==> src/rtl/rob_pkg.sv <==
// ----------------------------------------------------------------------------
// rob_pkg
// Shared types and field widths for the reorder buffer (reorder_buffer_mw) and
// its commit-select helper (rob_commit_sel).
//   AREG_W / PREG_W / DATA_W : architectural, physical register and data widths
//   rob_entry_t              : per-entry bookkeeping written at dispatch
//   rob_state_e              : IDLE / ROLLBACK control state
// ----------------------------------------------------------------------------
package rob_pkg;

    localparam int AREG_W = 6;
    localparam int PREG_W = 7;
    localparam int DATA_W = 32;

    typedef struct packed {
        logic [AREG_W-1:0] A_rd;
        logic [PREG_W-1:0] P_rd_new;
        logic [PREG_W-1:0] P_rd_old;
        logic              wb_en;
        logic              is_ld;
        logic              is_st;
    } rob_entry_t;

    typedef logic [0:0] rob_state_e;
    localparam rob_state_e IDLE     = 1'b0;
    localparam rob_state_e ROLLBACK = 1'b1;

endpackage

==> src/rtl/rob_commit_sel.sv <==
// ----------------------------------------------------------------------------
// rob_commit_sel
// Turns per-lane "entry can retire" flags into a contiguous commit mask:
// lane i retires only if every older lane also retires this cycle.
//   lane_ready   in  COMMIT_W  entry head+i is valid, done and eligible
//   lane_is_ld   in  COMMIT_W  entry head+i is a load
//   lane_is_st   in  COMMIT_W  entry head+i is a store
//   commit_valid out COMMIT_W  contiguous retire mask
//   commit_cnt   out CNT_W     number of lanes retiring
//   ld_cnt       out CNT_W     loads among retiring lanes
//   st_cnt       out CNT_W     stores among retiring lanes
// ----------------------------------------------------------------------------
module rob_commit_sel #(
    parameter int COMMIT_W = 2,
    parameter int CNT_W    = $clog2(COMMIT_W + 1)
) (
    input  logic [COMMIT_W-1:0] lane_ready,
    input  logic [COMMIT_W-1:0] lane_is_ld,
    input  logic [COMMIT_W-1:0] lane_is_st,
    output logic [COMMIT_W-1:0] commit_valid,
    output logic [CNT_W-1:0]    commit_cnt,
    output logic [CNT_W-1:0]    ld_cnt,
    output logic [CNT_W-1:0]    st_cnt
);

    logic run;

    // NOTE: every variable gets a default at the top of the block so no path
    // leaves it unassigned (no latch); blocking '=' is used because later
    // iterations must see the values produced by earlier ones.
    always_comb begin
        commit_valid = '0;
        commit_cnt   = '0;
        ld_cnt       = '0;
        st_cnt       = '0;
        run          = 1'b1;
        for (int i = 0; i < COMMIT_W; i++) begin
            commit_valid[i] = run && lane_ready[i];
            run             = commit_valid[i];
            if (commit_valid[i]) begin
                commit_cnt = commit_cnt + CNT_W'(1);
                if (lane_is_ld[i]) ld_cnt = ld_cnt + CNT_W'(1);
                if (lane_is_st[i]) st_cnt = st_cnt + CNT_W'(1);
            end
        end
    end

endmodule

==> src/rtl/reorder_buffer_mw.sv <==
// ----------------------------------------------------------------------------
// reorder_buffer_mw
// In-order-retire reorder buffer: one dispatch per cycle, WB_CH writeback
// channels, up to COMMIT_W retires per cycle, and a walk-back recovery that
// pops squashed entries youngest-first (one per cycle) after a mispredict.
//
// Ports
//   clk, rst                      clock, synchronous active-high reset
//   disp_*                        dispatch handshake and entry payload
//   disp_rob_idx                  index allocated on handshake (tail)
//   wb_valid/wb_rob_idx/wb_data   per-channel completion
//   mispredict/mis_rob_idx        branch resolved wrong; younger squashed
//   commit_*                      per-lane retire information
//   ld_commit_cnt/st_commit_cnt   loads/stores retired this cycle
//   rb_*                          one squashed entry rolled back this cycle
//   recovery                      one-cycle pulse: rollback finished
//   commit_data                   retired results (ROB_DATA_EN only)
//
// Configuration macro: ROB_DATA_EN -- when defined, a per-entry 32-bit result
// array is kept and commit_data is present; otherwise wb_data is ignored.
// ----------------------------------------------------------------------------
module reorder_buffer_mw
    import rob_pkg::*;
#(
    parameter int DEPTH    = 8,
    parameter int WB_CH    = 2,
    parameter int COMMIT_W = 2,
    parameter int IW       = $clog2(DEPTH),
    parameter int CNT_W    = $clog2(COMMIT_W + 1)
) (
    input  logic                       clk,
    input  logic                       rst,
    input  logic                       disp_valid,
    output logic                       disp_ready,
    input  logic [AREG_W-1:0]          disp_A_rd,
    input  logic [PREG_W-1:0]          disp_P_rd_new,
    input  logic [PREG_W-1:0]          disp_P_rd_old,
    input  logic                       disp_wb_en,
    input  logic                       disp_is_ld,
    input  logic                       disp_is_st,
    output logic [IW-1:0]              disp_rob_idx,
    input  logic [WB_CH-1:0]           wb_valid,
    input  logic [WB_CH*IW-1:0]        wb_rob_idx,
    input  logic [WB_CH*DATA_W-1:0]    wb_data,
    input  logic                       mispredict,
    input  logic [IW-1:0]              mis_rob_idx,
    output logic [COMMIT_W-1:0]        commit_valid,
    output logic [COMMIT_W*AREG_W-1:0] commit_A_rd,
    output logic [COMMIT_W*PREG_W-1:0] commit_P_rd_new,
    output logic [COMMIT_W*PREG_W-1:0] commit_P_rd_old,
    output logic [COMMIT_W-1:0]        commit_wb_en,
`ifdef ROB_DATA_EN
    output logic [COMMIT_W*DATA_W-1:0] commit_data,
`endif
    output logic [CNT_W-1:0]           ld_commit_cnt,
    output logic [CNT_W-1:0]           st_commit_cnt,
    output logic                       rb_valid,
    output logic [AREG_W-1:0]          rb_A_rd,
    output logic [PREG_W-1:0]          rb_P_rd_old,
    output logic [PREG_W-1:0]          rb_P_rd_new,
    output logic                       rb_wb_en,
    output logic                       recovery
);

    localparam int PTR_W = IW + 1;

    // Pointers carry a wrap bit so full and empty are distinguishable.
    logic [PTR_W-1:0] head, tail, tail_m1, count;
    logic [IW-1:0]    head_idx, tail_idx, last_idx, stop, mis_age, stop_age;
    logic [DEPTH-1:0] valid, done;
    rob_entry_t       entries [DEPTH];
    rob_state_e       state;

    logic full, disp_fire, at_stop, retarget;
    logic [COMMIT_W-1:0] lane_ready, lane_is_ld, lane_is_st;
    logic [IW-1:0]       lane_idx [COMMIT_W];
    logic [CNT_W-1:0]    commit_cnt;

    assign count     = tail - head;
    assign tail_m1   = tail - PTR_W'(1);
    assign head_idx  = head[IW-1:0];
    assign tail_idx  = tail[IW-1:0];
    assign last_idx  = tail_m1[IW-1:0];
    assign full      = (count == PTR_W'(DEPTH));

    // Ages are measured from head so older/younger compares survive wrap.
    assign mis_age   = mis_rob_idx - head_idx;
    assign stop_age  = stop - head_idx;

    assign disp_ready   = !full && (state == IDLE) && !mispredict;
    assign disp_fire    = disp_valid && disp_ready;
    assign disp_rob_idx = tail_idx;

    // Rollback: pop tail-1 until it reaches the kept (mispredicting) entry.
    // A retarget arriving on the would-be final cycle keeps the walk going.
    assign at_stop  = (last_idx == stop);
    assign retarget = (state == ROLLBACK) && mispredict && (mis_age < stop_age);
    assign rb_valid = (state == ROLLBACK) && !at_stop;
    assign recovery = (state == ROLLBACK) && at_stop && !retarget;

    assign rb_A_rd     = rb_valid ? entries[last_idx].A_rd     : '0;
    assign rb_P_rd_old = rb_valid ? entries[last_idx].P_rd_old : '0;
    assign rb_P_rd_new = rb_valid ? entries[last_idx].P_rd_new : '0;
    assign rb_wb_en    = rb_valid ? entries[last_idx].wb_en    : 1'b0;

    // Per-lane eligibility. On a mispredict cycle, entries younger than the
    // branch must not slip out before the squash takes effect.
    always_comb begin
        lane_ready = '0;
        lane_is_ld = '0;
        lane_is_st = '0;
        for (int i = 0; i < COMMIT_W; i++) begin
            lane_idx[i]   = head_idx + IW'(i);
            lane_ready[i] = (state == IDLE) && (PTR_W'(i) < count) &&
                            valid[lane_idx[i]] && done[lane_idx[i]] &&
                            !(mispredict && (IW'(i) > mis_age));
            lane_is_ld[i] = entries[lane_idx[i]].is_ld;
            lane_is_st[i] = entries[lane_idx[i]].is_st;
        end
    end

    rob_commit_sel #(
        .COMMIT_W (COMMIT_W),
        .CNT_W    (CNT_W)
    ) u_commit_sel (
        .lane_ready   (lane_ready),
        .lane_is_ld   (lane_is_ld),
        .lane_is_st   (lane_is_st),
        .commit_valid (commit_valid),
        .commit_cnt   (commit_cnt),
        .ld_cnt       (ld_commit_cnt),
        .st_cnt       (st_commit_cnt)
    );

    always_comb begin
        commit_A_rd     = '0;
        commit_P_rd_new = '0;
        commit_P_rd_old = '0;
        commit_wb_en    = '0;
        for (int i = 0; i < COMMIT_W; i++) begin
            if (commit_valid[i]) begin
                commit_A_rd[i*AREG_W +: AREG_W]     = entries[lane_idx[i]].A_rd;
                commit_P_rd_new[i*PREG_W +: PREG_W] = entries[lane_idx[i]].P_rd_new;
                commit_P_rd_old[i*PREG_W +: PREG_W] = entries[lane_idx[i]].P_rd_old;
                commit_wb_en[i]                     = entries[lane_idx[i]].wb_en;
            end
        end
    end

    // NOTE: sequential state uses non-blocking '<=' so every register sees
    // the pre-edge values of the others, independent of statement order.
    always_ff @(posedge clk) begin
        if (rst) begin
            head  <= '0;
            tail  <= '0;
            valid <= '0;
            done  <= '0;
            state <= IDLE;
            stop  <= '0;
        end else begin
            head <= head + PTR_W'(commit_cnt);
            if (rb_valid)       tail <= tail_m1;
            else if (disp_fire) tail <= tail + PTR_W'(1);

            for (int c = 0; c < WB_CH; c++) begin
                if (wb_valid[c] && valid[wb_rob_idx[c*IW +: IW]])
                    done[wb_rob_idx[c*IW +: IW]] <= 1'b1;
            end
            for (int i = 0; i < COMMIT_W; i++) begin
                if (commit_valid[i]) valid[lane_idx[i]] <= 1'b0;
            end
            if (disp_fire) begin
                valid[tail_idx] <= 1'b1;
                done[tail_idx]  <= 1'b0;
            end
            if (rb_valid) valid[last_idx] <= 1'b0;

            case (state)
                IDLE: begin
                    if (mispredict) begin
                        state <= ROLLBACK;
                        stop  <= mis_rob_idx;
                    end
                end
                default: begin
                    if (retarget)     stop  <= mis_rob_idx;
                    else if (at_stop) state <= IDLE;
                end
            endcase
        end
    end

`ifdef ROB_DATA_EN
    logic [DATA_W-1:0] data_q [DEPTH];

    always_comb begin
        commit_data = '0;
        for (int i = 0; i < COMMIT_W; i++) begin
            if (commit_valid[i]) commit_data[i*DATA_W +: DATA_W] = data_q[lane_idx[i]];
        end
    end
`else
    logic unused_wb_data;
    assign unused_wb_data = ^wb_data;
`endif

    // NOTE: payload storage has no reset; it is only ever read through a
    // set valid bit, so stale contents are never observed.
    always_ff @(posedge clk) begin
        if (disp_fire) begin
            entries[tail_idx] <= '{A_rd: disp_A_rd, P_rd_new: disp_P_rd_new,
                                   P_rd_old: disp_P_rd_old, wb_en: disp_wb_en,
                                   is_ld: disp_is_ld, is_st: disp_is_st};
        end
`ifdef ROB_DATA_EN
        // Higher-numbered channel wins when two write the same entry.
        for (int c = 0; c < WB_CH; c++) begin
            if (wb_valid[c] && valid[wb_rob_idx[c*IW +: IW]])
                data_q[wb_rob_idx[c*IW +: IW]] <= wb_data[c*DATA_W +: DATA_W];
        end
`endif
    end

endmodule

==> config.mk <==
export PLATFORM = sky130hd
export DESIGN_NAME = reorder_buffer_mw
export DESIGN_NICKNAME = d
export VERILOG_FILES = /design/src/rtl/rob_pkg.sv /design/src/rtl/rob_commit_sel.sv /design/src/rtl/reorder_buffer_mw.sv
export SDC_FILE = /design/constraint.sdc
export NUM_CORES = 1
export LEC_CHECK = 0
export ABC_AREA = 1
export BUFFER_PORTS_ARGS = -buffer_cell sky130_fd_sc_hd__buf_2
export CORE_MARGIN = 2
export CORE_UTILIZATION = 56
export CTS_CLUSTER_SIZE = 40
export DETAILED_ROUTE_END_ITERATION = 8
export PLACE_DENSITY = 0.79
export RECOVER_POWER = 100
export SLEW_MARGIN = 20
export SYNTH_ARGS = -nofsm -noshare
export SYNTH_HDL_FRONTEND = slang
export SYNTH_HIERARCHICAL = 1
export SYNTH_SLANG_ARGS = --single-unit
==> constraint.sdc <==
create_clock -name clk -period 5.6 [get_ports clk]
set_clock_uncertainty 0.1 [all_clocks]
set_input_delay 0.56 -clock clk [delete_from_list [all_inputs] [get_ports clk]]
set_output_delay 0.56 -clock clk [all_outputs]
set_load 0.05 [all_outputs]
Word level (Yosys, flattened, before mapping). Memory sizes are Yosys's and may differ from the RTL's. A register that Yosys moved wholly into a read port is not among the register bits. Index checks and enable logic that the tools add are counted.

Memory bits (writable): 184. Register bits: 28. Word-level logic and storage cells: 155. Memory bits (read-only): 0. Latch bits: 0. Output and inout port bits: 75. Memories: 1. Input bits: 102.

Memories: entries (words 8, width 23, read ports 3, clocked after memory_dff 1, write ports 1, line reorder_buffer_mw.sv:71) `rob_entry_t entries [DEPTH];`.

Magnitude comparators: 17. Multiply operators: 0. Reductions and logical operators: 36. Bitwise logic cells: 12. Divide/modulo/power cells: 0. Multiplexer cells: 70. Shift-type cells: 0. $add $sub $neg: 10. Equality and inequality tests: 3.

Operator list (count): 8-bit 2-to-1 mux (12); 7-bit 2-to-1 mux (6); 8-bit AND (4); 8-bit inverter (4); 1-bit logical AND (27); 3-bit by 4-bit < comparator with 1-bit output, second input constant (6); 1-bit 2-to-1 mux (24); 8-bit bitwise OR (3); 1-bit binary-select mux with 3-bit select (6); 1-bit demux with 3-bit select (6); 3-bit by 1-bit >= comparator with 1-bit output, second input constant (6); 6-bit 2-to-1 mux (3); 2-bit 2-to-1 mux (7); 3-bit 2-to-1 mux (4); 1-bit by 4-bit < comparator with 1-bit output, first input constant (2); 4-bit 2-to-1 mux (2); 2-bit by 1-bit adder with 2-bit output, second input constant (3); 1-bit by 3-bit > comparator with 1-bit output, first input constant (2); 1-bit zero test (6); 3-bit subtractor (2); 4-bit by 1-bit adder with 4-bit output, second input constant (1); 4-bit by 2-bit adder with 4-bit output (1); 4-bit == test, second input constant (1); 2-bit nonzero test (2); other kinds (8) (8).

Depth between registers and ports, before layout. Gate-level depths: netlist of the first run.

Word-level depth: 16. Mapped depth: 22. Gate-level depth less buffers: 18.

By module. Netlist of the first run, hierarchy kept.

Modules (own cells, without submodules): reorder_buffer_mw (seq. area each 6085.8 um^2, instances 1, cells an instance 1510, area an instance 12653.4 um^2); rob_commit_sel (seq. area each 0.0 um^2, instances 1, cells an instance 25, area an instance 138.9 um^2).

Least setup slack after synthesis of the first run. OpenSTA, ideal clock, no wires.

Path type: register -> output. Start point: register tail[0]. End point: output port commit_A_rd[10]. Arrival: 3.558 ns. Buffers on the path: 6. Cell stages (with the launch flop): 20. Data required time: 4.940 ns. Slack: 1.382 ns. Cell sequence: dfxtp_1 > buf_4 > inv_2 > buf_2 > buf_2 > ha_1 > inv_1 > fa_1 > inv_1 > nand2_1 > nor2_1 > a21boi_0 > nor3_1 > buf_4 > nand2_2 > inv_1 > buf_4 > inv_1 > clkbuf_1 > nor2_1.

Word-level cells in the longest chain between the ends: 8. Elaborated cells on any way between the ends: 13. Classes of those cells: add/sub: 1; order compare: 2; mux: 1; reduce/logical: 9.

Ends and longest elaborated chain: start: declaration (line reorder_buffer_mw.sv:68) `logic [PTR_W-1:0] head, tail, tail_m1, count;`; start signal: assignment (line reorder_buffer_mw.sv:162) `if (rb_valid) tail <= tail_m1;`; start signal: assignment (line reorder_buffer_mw.sv:163) `else if (disp_fire) tail <= tail + PTR_W'(1);`; 4-bit subtractor (line reorder_buffer_mw.sv:79) `assign count = tail - head;`; 1-bit by 4-bit < comparator with 1-bit output (line reorder_buffer_mw.sv:114) `lane_ready[i] = (state == IDLE) && (PTR_W'(i) < count) &&`; 1-bit logical AND (2 in a row) (line reorder_buffer_mw.sv:114); 1-bit logical AND (2 in a row) (line reorder_buffer_mw.sv:115) `valid[lane_idx[i]] && done[lane_idx[i]] &&`; net lane_ready[0] (line reorder_buffer_mw.sv:75) `logic [COMMIT_W-1:0] lane_ready, lane_is_ld, lane_is_st;`; 1-bit logical AND (line rob_commit_sel.sv:38) `commit_valid[i] = run && lane_ready[i];`; net u_commit_sel.run (line rob_commit_sel.sv:26) `logic run;`; 6-bit 2-to-1 mux (line reorder_buffer_mw.sv:141) `if (commit_valid[i]) begin`; end: declaration (line reorder_buffer_mw.sv:48) `output logic [COMMIT_W*AREG_W-1:0] commit_A_rd,`.

The timed path passes the listed nets, and every way through them passes these cells.

Final worst setup path of the first run.
Start point: register head[0]. End point: output port commit_P_rd_old[8].

Word-level cells in the longest chain between the ends: 8. Elaborated cells on any way between the ends: 30. Classes of those cells: add/sub: 3; order compare: 4; mux: 9; reduce/logical: 13; memory: 1.

Ends and longest elaborated chain: start: declaration (line reorder_buffer_mw.sv:68); start signal: assignment (line reorder_buffer_mw.sv:161) `head <= head + PTR_W'(commit_cnt);`; 4-bit subtractor / 3-bit by 1-bit adder with 3-bit output (equally long branches) (line reorder_buffer_mw.sv:79, reorder_buffer_mw.sv:113); 1-bit by 4-bit < comparator with 1-bit output / 1-bit binary-select mux with 3-bit select (equally long branches) (line reorder_buffer_mw.sv:114, reorder_buffer_mw.sv:115); 1-bit logical AND / 1-bit 2-to-1 mux (equally long branches) (line reorder_buffer_mw.sv:114, reorder_buffer_mw.sv:115); 1-bit logical AND (line reorder_buffer_mw.sv:114); 1-bit logical AND (line reorder_buffer_mw.sv:115); 1-bit logical AND * (line reorder_buffer_mw.sv:115); net lane_ready[1] (line reorder_buffer_mw.sv:75); 1-bit logical AND * (line rob_commit_sel.sv:38); 7-bit 2-to-1 mux * (line reorder_buffer_mw.sv:141); end: declaration (line reorder_buffer_mw.sv:50) `output logic [COMMIT_W*PREG_W-1:0] commit_P_rd_old,`.

Mark *: on every way through the listed nets, which the timed path passes. The rest lies on a longest branch. The select of a mux whose other input is x is not followed.

==> metrics, run 1 <==
initial DRC count 1,365; clk buf depth 3; EDFF count, synth around 180; hold_buf cts 0; RePlAce Congestion approximately 0.94; P_leak around 5.2 nW; setup_tns 0 ns; sequential fraction of the synthesis area 0.4757; first-pass GRT wire length around 56 mm; drt wl/cell 19.55 um; post_cts resized 0; CP required 4.94 ns; Final Non-Filler Cells between 1.5k and 2k; Post-synth top cells 289 x nand2_1, 184 x edfxtp_1, 183 x o21ai_0; max_cap viols 7; largest net degree at the start of global routing approximately 130; Post-Synthesis Cell Area 12,790 sq um; vias in the first global route 10.52k; status finished with violations; Worst EP arrival 4.63 ns; Final WS setup slightly above 0.3 ns; Layout area overhead 8.705%; Clk pin slew, worst setup/hold paths about 0.060 ns; startpoint types flip-flop; Fin Hold WS 0.2079 ns; final hold vios 0; Via density 6.136; DP HPWL around 23 mm; post-CTS setup buffers 0; warning count from the yosys run 6; Residual DRC 0; Core Area between 20,000 and 25,000 sq um; row cnt 55; Setup Viol. Count Final 0; Crit Path Max Fanout between 40 and 50; Mapped Cells ~1.5k; layout cell share with drive strength beyond 1 0.07539; FF+latch area just over 6000 sq um; post-synthesis async set-or-reset flop share 0; Slew Limit Fails ~270; Post-Place Cell Area between 10,000 and 15,000 sq um; post-placement cell count between 1.5k and 2k; Routed Antenna Nets 0; Non-Filler Cell Area, Final between 10,000 and 15,000 sq um; most frequent cell after synthesis nand2_1; die height between 150 and 200 um; Rel. slew slack -0.5139; failing checks capacitance limit, slew limit; I/O Pins between 150 and 200; Worst path max stage delay 0.71 ns; Total GRT Usage 0.3010; final global-route overflow total 0; Fmax achieved ~0.19 GHz; First-pass DRT Iterations 7; CTS tree built; PwrDens slightly below 300 nW/um^2; RSZ-0062 raised after global routing no; dominant cells by area after synthesis edfxtp_1 43%, nand2_1 8.5%, o21ai_0 7.2%, inv_1 4.9%, nor2_1 4.9%; # nets final between 1.5k and 2k; Primary FF master, synth edfxtp_1; Post-Route WL about 37 mm; Synthesized Nets ~1.7k; root buffer selected by CTS clkbuf_16; Mean Syn Cell Area 8.334 sq um; Synth area leader edfxtp_1; critical path type reg -> out; Cell Chain, Critical Path ha_1, xnor2_1, inv_1, nand2_1, buf_4, inv_1, a21oi_1, nand3_1, nor2_1, nand2_2, inv_1, inv_1, nor2_1, clkbuf_2; filler cell count approximately 1.9k; dpl ws between 0.9 and 1 ns; Inserted Clock Buffers 23; Crit. End Element output port; htree depth 1; Initial Util 0.5685; I/O Buffers 112; area fraction of the dominant cell type after synthesis 0.4319; fin crit period between 5 and 6 ns; worst vdd ir approximately 270 uV; die area ~24,000 sq um; Multi-input gate area 5512 sq um; via count about 12k; FF+latch count, synth 212; most used cell, CP inv_1; initial antenna violation count 1; Total Power roughly 4.1 mW; clk_lat worst skew ~0.52 ns; worst-margin pin slew roughly 2.3 ns; clk sinks approximately 210; slowest stage cell, crit path dfxtp_4; final core occ 0.6180; fin crit share 0.9455; Hold/Removal Path Class in -> reg; die width 155.1 um; synth unique cells 38
[area by class of cell]
class                      instances  area share
timing repair buffer             138     0.04562
antenna                            1   0.0001800
sequential                       212      0.4382
clock inverter                    13    0.004859
inverter                         173     0.04670
clock buffer                      27     0.04247
tap                              285     0.02564
multi-input combinational       1042      0.3963
[worst paths after layout]
| kind | slack (ns) | from | depth (start not counted) | endpoint |
|---|---|---|---|---|
| setup / recovery | 0.31 | head[0] | 14 | commit_P_rd_old[8] |
| hold / removal | 0.21 | mis_rob_idx[0] | 3 | stop[0] |
| setup reg to reg | 0.40 | head[0] | 10 | entries[2][3] |
| hold reg to reg | 0.39 | head[3] | 1 | head[3] |
[critical path, delay by kind of cell, from the launching register on]
family,cells,cell delay [ns]
flip-flops,1,0.71
adder cells (fa/ha/maj),1,0.26
buffers and inverters,6,1.70
AND/OR/NAND/NOR,5,1.06
XOR/XNOR,1,0.18
AO/OA/AOI/OAI,1,0.16
[routing by layer]
| layer | global-route usage | part of all wire |
|---|---|---|
| met5 | 0 | 0 |
| met3 | 0.05153 | 0.11 |
| met2 | 0.4770 | 0.45 |
| met4 | 0.1301 | 0.039 |
| met1 | 0.4109 | 0.39 |
[flip-flops by register name, indices dropped and copies added, names as in the netlist]
register	cells
tail	4
head	4
state	1
done	8
valid	8
stop	3
entries	184
[logic make-up after synthesis]
group	after synthesis	synth area share
and+or+nand+nor	541	0.1724
AOI/OAI and AO/OA	419	0.1879
buffers and inverters	281	0.09497
DFF	212	0.4757
muxes	53	0.04147
adders and majority gates	18	0.01995
xor gates and xnor gates	11	0.007531
[layout by cell type (no fill, tap or decap), types with 2 or more instances in the layout]
cell type / netlist / layout
clkbuf_16: 0 / 23
clkinv_1: 0 / 5
nor3_1: 9 / 9
nor2_2: 3 / 14
clkbuf_4: 0 / 2
o211ai_1: 42 / 42
clkbuf_2: 0 / 24
clkinv_2: 0 / 4
clkbuf_1: 34 / 83
dfxtp_1: 28 / 26
a41oi_1: 20 / 20
nand2_4: 4 / 4
nand2_1: 289 / 290
xor2_1: 6 / 6
inv_1: 167 / 166
xnor2_1: 5 / 5
mux2i_1: 53 / 53
edfxtp_1: 184 / 184
fa_1: 4 / 4
inv_2: 6 / 7
o22ai_1: 44 / 44
buf_2: 52 / 18
nand3_1: 43 / 44
buf_4: 13 / 15
dfxtp_4: 0 / 2
clkinvlp_4: 0 / 2
o2111ai_1: 3 / 3
nor2_1: 166 / 155
a22oi_1: 18 / 18
nand2_2: 4 / 3
a21oi_1: 104 / 104
nand4_1: 20 / 20
ha_1: 14 / 14
o21ai_0: 183 / 183
[power breakdown]
part           internal [mW]  switching (mW)  leakage, nW
clock                  0.750           0.608        0.317
combinational          0.242           0.746         2.99
sequential              1.77          0.0354         1.89
total                   2.76            1.39         5.19
No activity file was read; power rests on OpenSTA's default activity.
==> run 2: changes to the inputs <==
- BUFFER_PORTS_ARGS: -buffer_cell sky130_fd_sc_hd__buf_2 -> -buffer_cell sky130_fd_sc_hd__clkbuf_2
- clock period: 5.6 -> 6.3 ns (I/O delays scaled with it)
==> run 2 against run 1 <==
The run still ends with capacitance limit, slew limit left. Clock-buffer cell count fell by 1. Wire length up 1.5%. Largest power group unchanged. Die area did not move. Via count grew 0.41%. Combinational power shrank 11%. Clock power about the same. Setup slack better by 0.20 ns.
==> metrics, run 2 (synthesis results as in run 1) <==
status finished with violations; failing checks capacitance limit, slew limit; worst vdd ir 221.0 uV (-17%); Via density 6.152 (+0.25%); # nets final 1,712 (+0.12%); Multi-input gate area 5502 sq um (-0.18%); Final Non-Filler Cells 1,894 (+0.16%); CP required 5.57 ns (+0.63 ns); Clk pin slew, worst setup/hold paths 0.06 ns (about the same); PwrDens 275.3 nW/um^2 (-7.8%); Crit Path Max Fanout 70 (+67%); Total Power 3.854 mW (-7.1%); post-CTS setup buffers 0 (unchanged); dpl ws 1.449 ns (+0.4995 ns); root buffer selected by CTS clkbuf_16; die height 155.1 um (unchanged); Total GRT Usage 0.3036 (+0.002660); post_cts resized 0 (unchanged); die area 24,070 sq um (unchanged); via count 11.65k (+0.41%); clk sinks 212 (unchanged); max_cap viols 9 (+2); Inserted Clock Buffers 23 (unchanged); Rel. slew slack -0.4051 (+0.1089); Worst path max stage delay 0.88 ns (+0.17 ns); I/O Pins 177 (unchanged); post-placement cell count 1,851 (+0.054%); final global-route overflow total 0 (unchanged); Final WS setup 0.5028 ns (+0.1973 ns); top flop regs entries (184), done (8), valid (8); htree depth 1 (unchanged); Crit. End Element output port; worst-margin pin slew 2.108 ns (-0.1633 ns); Routed Antenna Nets 0 (unchanged); setup_tns 0 ns (unchanged); Fmax achieved 0.1725 GHz; CTS tree built; RePlAce Congestion 0.9176 (-2.9%); die width 155.1 um (unchanged); Slew Limit Fails 268 (+1.1%); P_leak 5.181 nW (-0.24%); initial DRC count 1,528 (+12%); Cell Chain, Critical Path inv_1, clkbuf_2, ha_1, xnor2_1, nor2_1, nand2_1, nand2_1, nor2_1, clkbuf_1; row cnt 55 (unchanged); drt wl/cell 19.82 um (+1.4%); Worst R2R Path Depth 10 (unchanged); Setup Viol. Count Final 0 (unchanged); first-pass GRT wire length 56.77 mm (+0.96%); vias in the first global route 10.54k (+0.13%); Post-Route WL 37.53 mm (+1.5%); Hold/Removal Path Class in -> reg; Top reg by flops entries; Worst EP arrival 5.07 ns (+0.44 ns); max reg flops 184 (unchanged); most common cell after layout, fill and taps aside nand2_1; clk_lat worst skew 0.53 ns (about the same); First-pass DRT Iterations 7 (unchanged); Core Area 22,500 sq um (unchanged); hold_buf cts 0 (unchanged); Layout area overhead 9.439%; clk buf depth 3 (unchanged); layout cell share with drive strength beyond 1 0.06277 (-0.01262); largest net degree at the start of global routing 112 (-11%); Residual DRC 0 (unchanged); initial antenna violation count 0 (-1); I/O Buffers 112 (unchanged); most frequent cells in the layout 292 x nand2_1, 184 x edfxtp_1, 183 x o21ai_0; filler cell count 1,875 (-2.3%); RSZ-0062 raised after global routing no; critical path type reg -> out; fin crit share 0.9202; final hold vios 0 (unchanged); Reg2Reg Setup Slack 0.68 ns (+0.28 ns); startpoint types flip-flop; fin crit period between 5 and 6 ns; n_diodes 0 (-1); Hold Path Cell Cnt 3 (unchanged); DP HPWL 22.42 mm (-1.0%); FF+latch area 6093 sq um (unchanged); Initial Util 0.5685 (unchanged); slowest stage cell, crit path nand2_1
## run 2: cell types whose count changed in the layout (fill, tap and decap cells not counted), moves of 2 or more
cell       delta
buf_2        -18
clkinv_2      -2
inv_2         -2
nand2_1       +2
bufinv_16     +3
clkbuf_1     +20
inv_1         +2
clkbuf_4      -2
clkinv_4      +2
## run 2: critical path, delay by kind of cell, from the launching register on
kind	cells	cell delay (ns)
and+or+nand+nor	4	1.70
DFF	1	0.43
xor gates and xnor gates	1	0.16
adders and majority gates	1	0.85
buffers and inverters	3	1.37
## run 2: stage by stage
| stage | util | hold WS [ns] | area, sq um |
|---|---|---|---|
| 6_report | 0.6221 | 0.2548 | 14000 |
| 5_1_grt | 0.6221 | 0.2802 | 14000 |
| 4_1_cts | 0.6288 | 0.2509 | 14150 |
| 3_5_place_dp | 0.5949 | 0.3628 | 13390 |
| 3_3_place_gp | 0.5949 | 0.3527 | 13390 |
| 2_1_floorplan | - | 0.3432 | 12790 |
## run 2: per-layer routing
layer	vias to the layer above	track usage	wire, um
li1	5402	-	-
met5	-	0	0
met2	743	0.4847	17090
met1	5354	0.4036	14110
met4	0	0.1530	1871
met3	152	0.05014	4458
## run 2: worst paths after layout
path | start | endpoint
setup reg to reg | head[0] | entries[4][17]
hold reg to reg | head[3] | head[3]
hold / removal | mis_rob_idx[0] | stop[0]
setup / recovery | tail[0] | rb_P_rd_old[4]
## run 2: final cells by class
type | instances | area share
Clock buffer | 26 | 0.04192
Clock inverter | 16 | 0.01260
Inverter | 173 | 0.04638
Multi-Input combinational cell | 1042 | 0.3930
Sequential cell | 212 | 0.4352
Tap cell | 285 | 0.02547
Timing Repair Buffer | 140 | 0.04540
## run 2: power by group
| group | leakage (nW) | switching, mW | internal [mW] | total, mW |
|---|---|---|---|---|
| sequential | 1.89 | 0.0355 | 1.57 | 1.61 |
| clock | 0.363 | 0.572 | 0.799 | 1.37 |
| combinational | 2.93 | 0.665 | 0.211 | 0.876 |
| total | 5.18 | 1.27 | 2.58 | 3.85 |
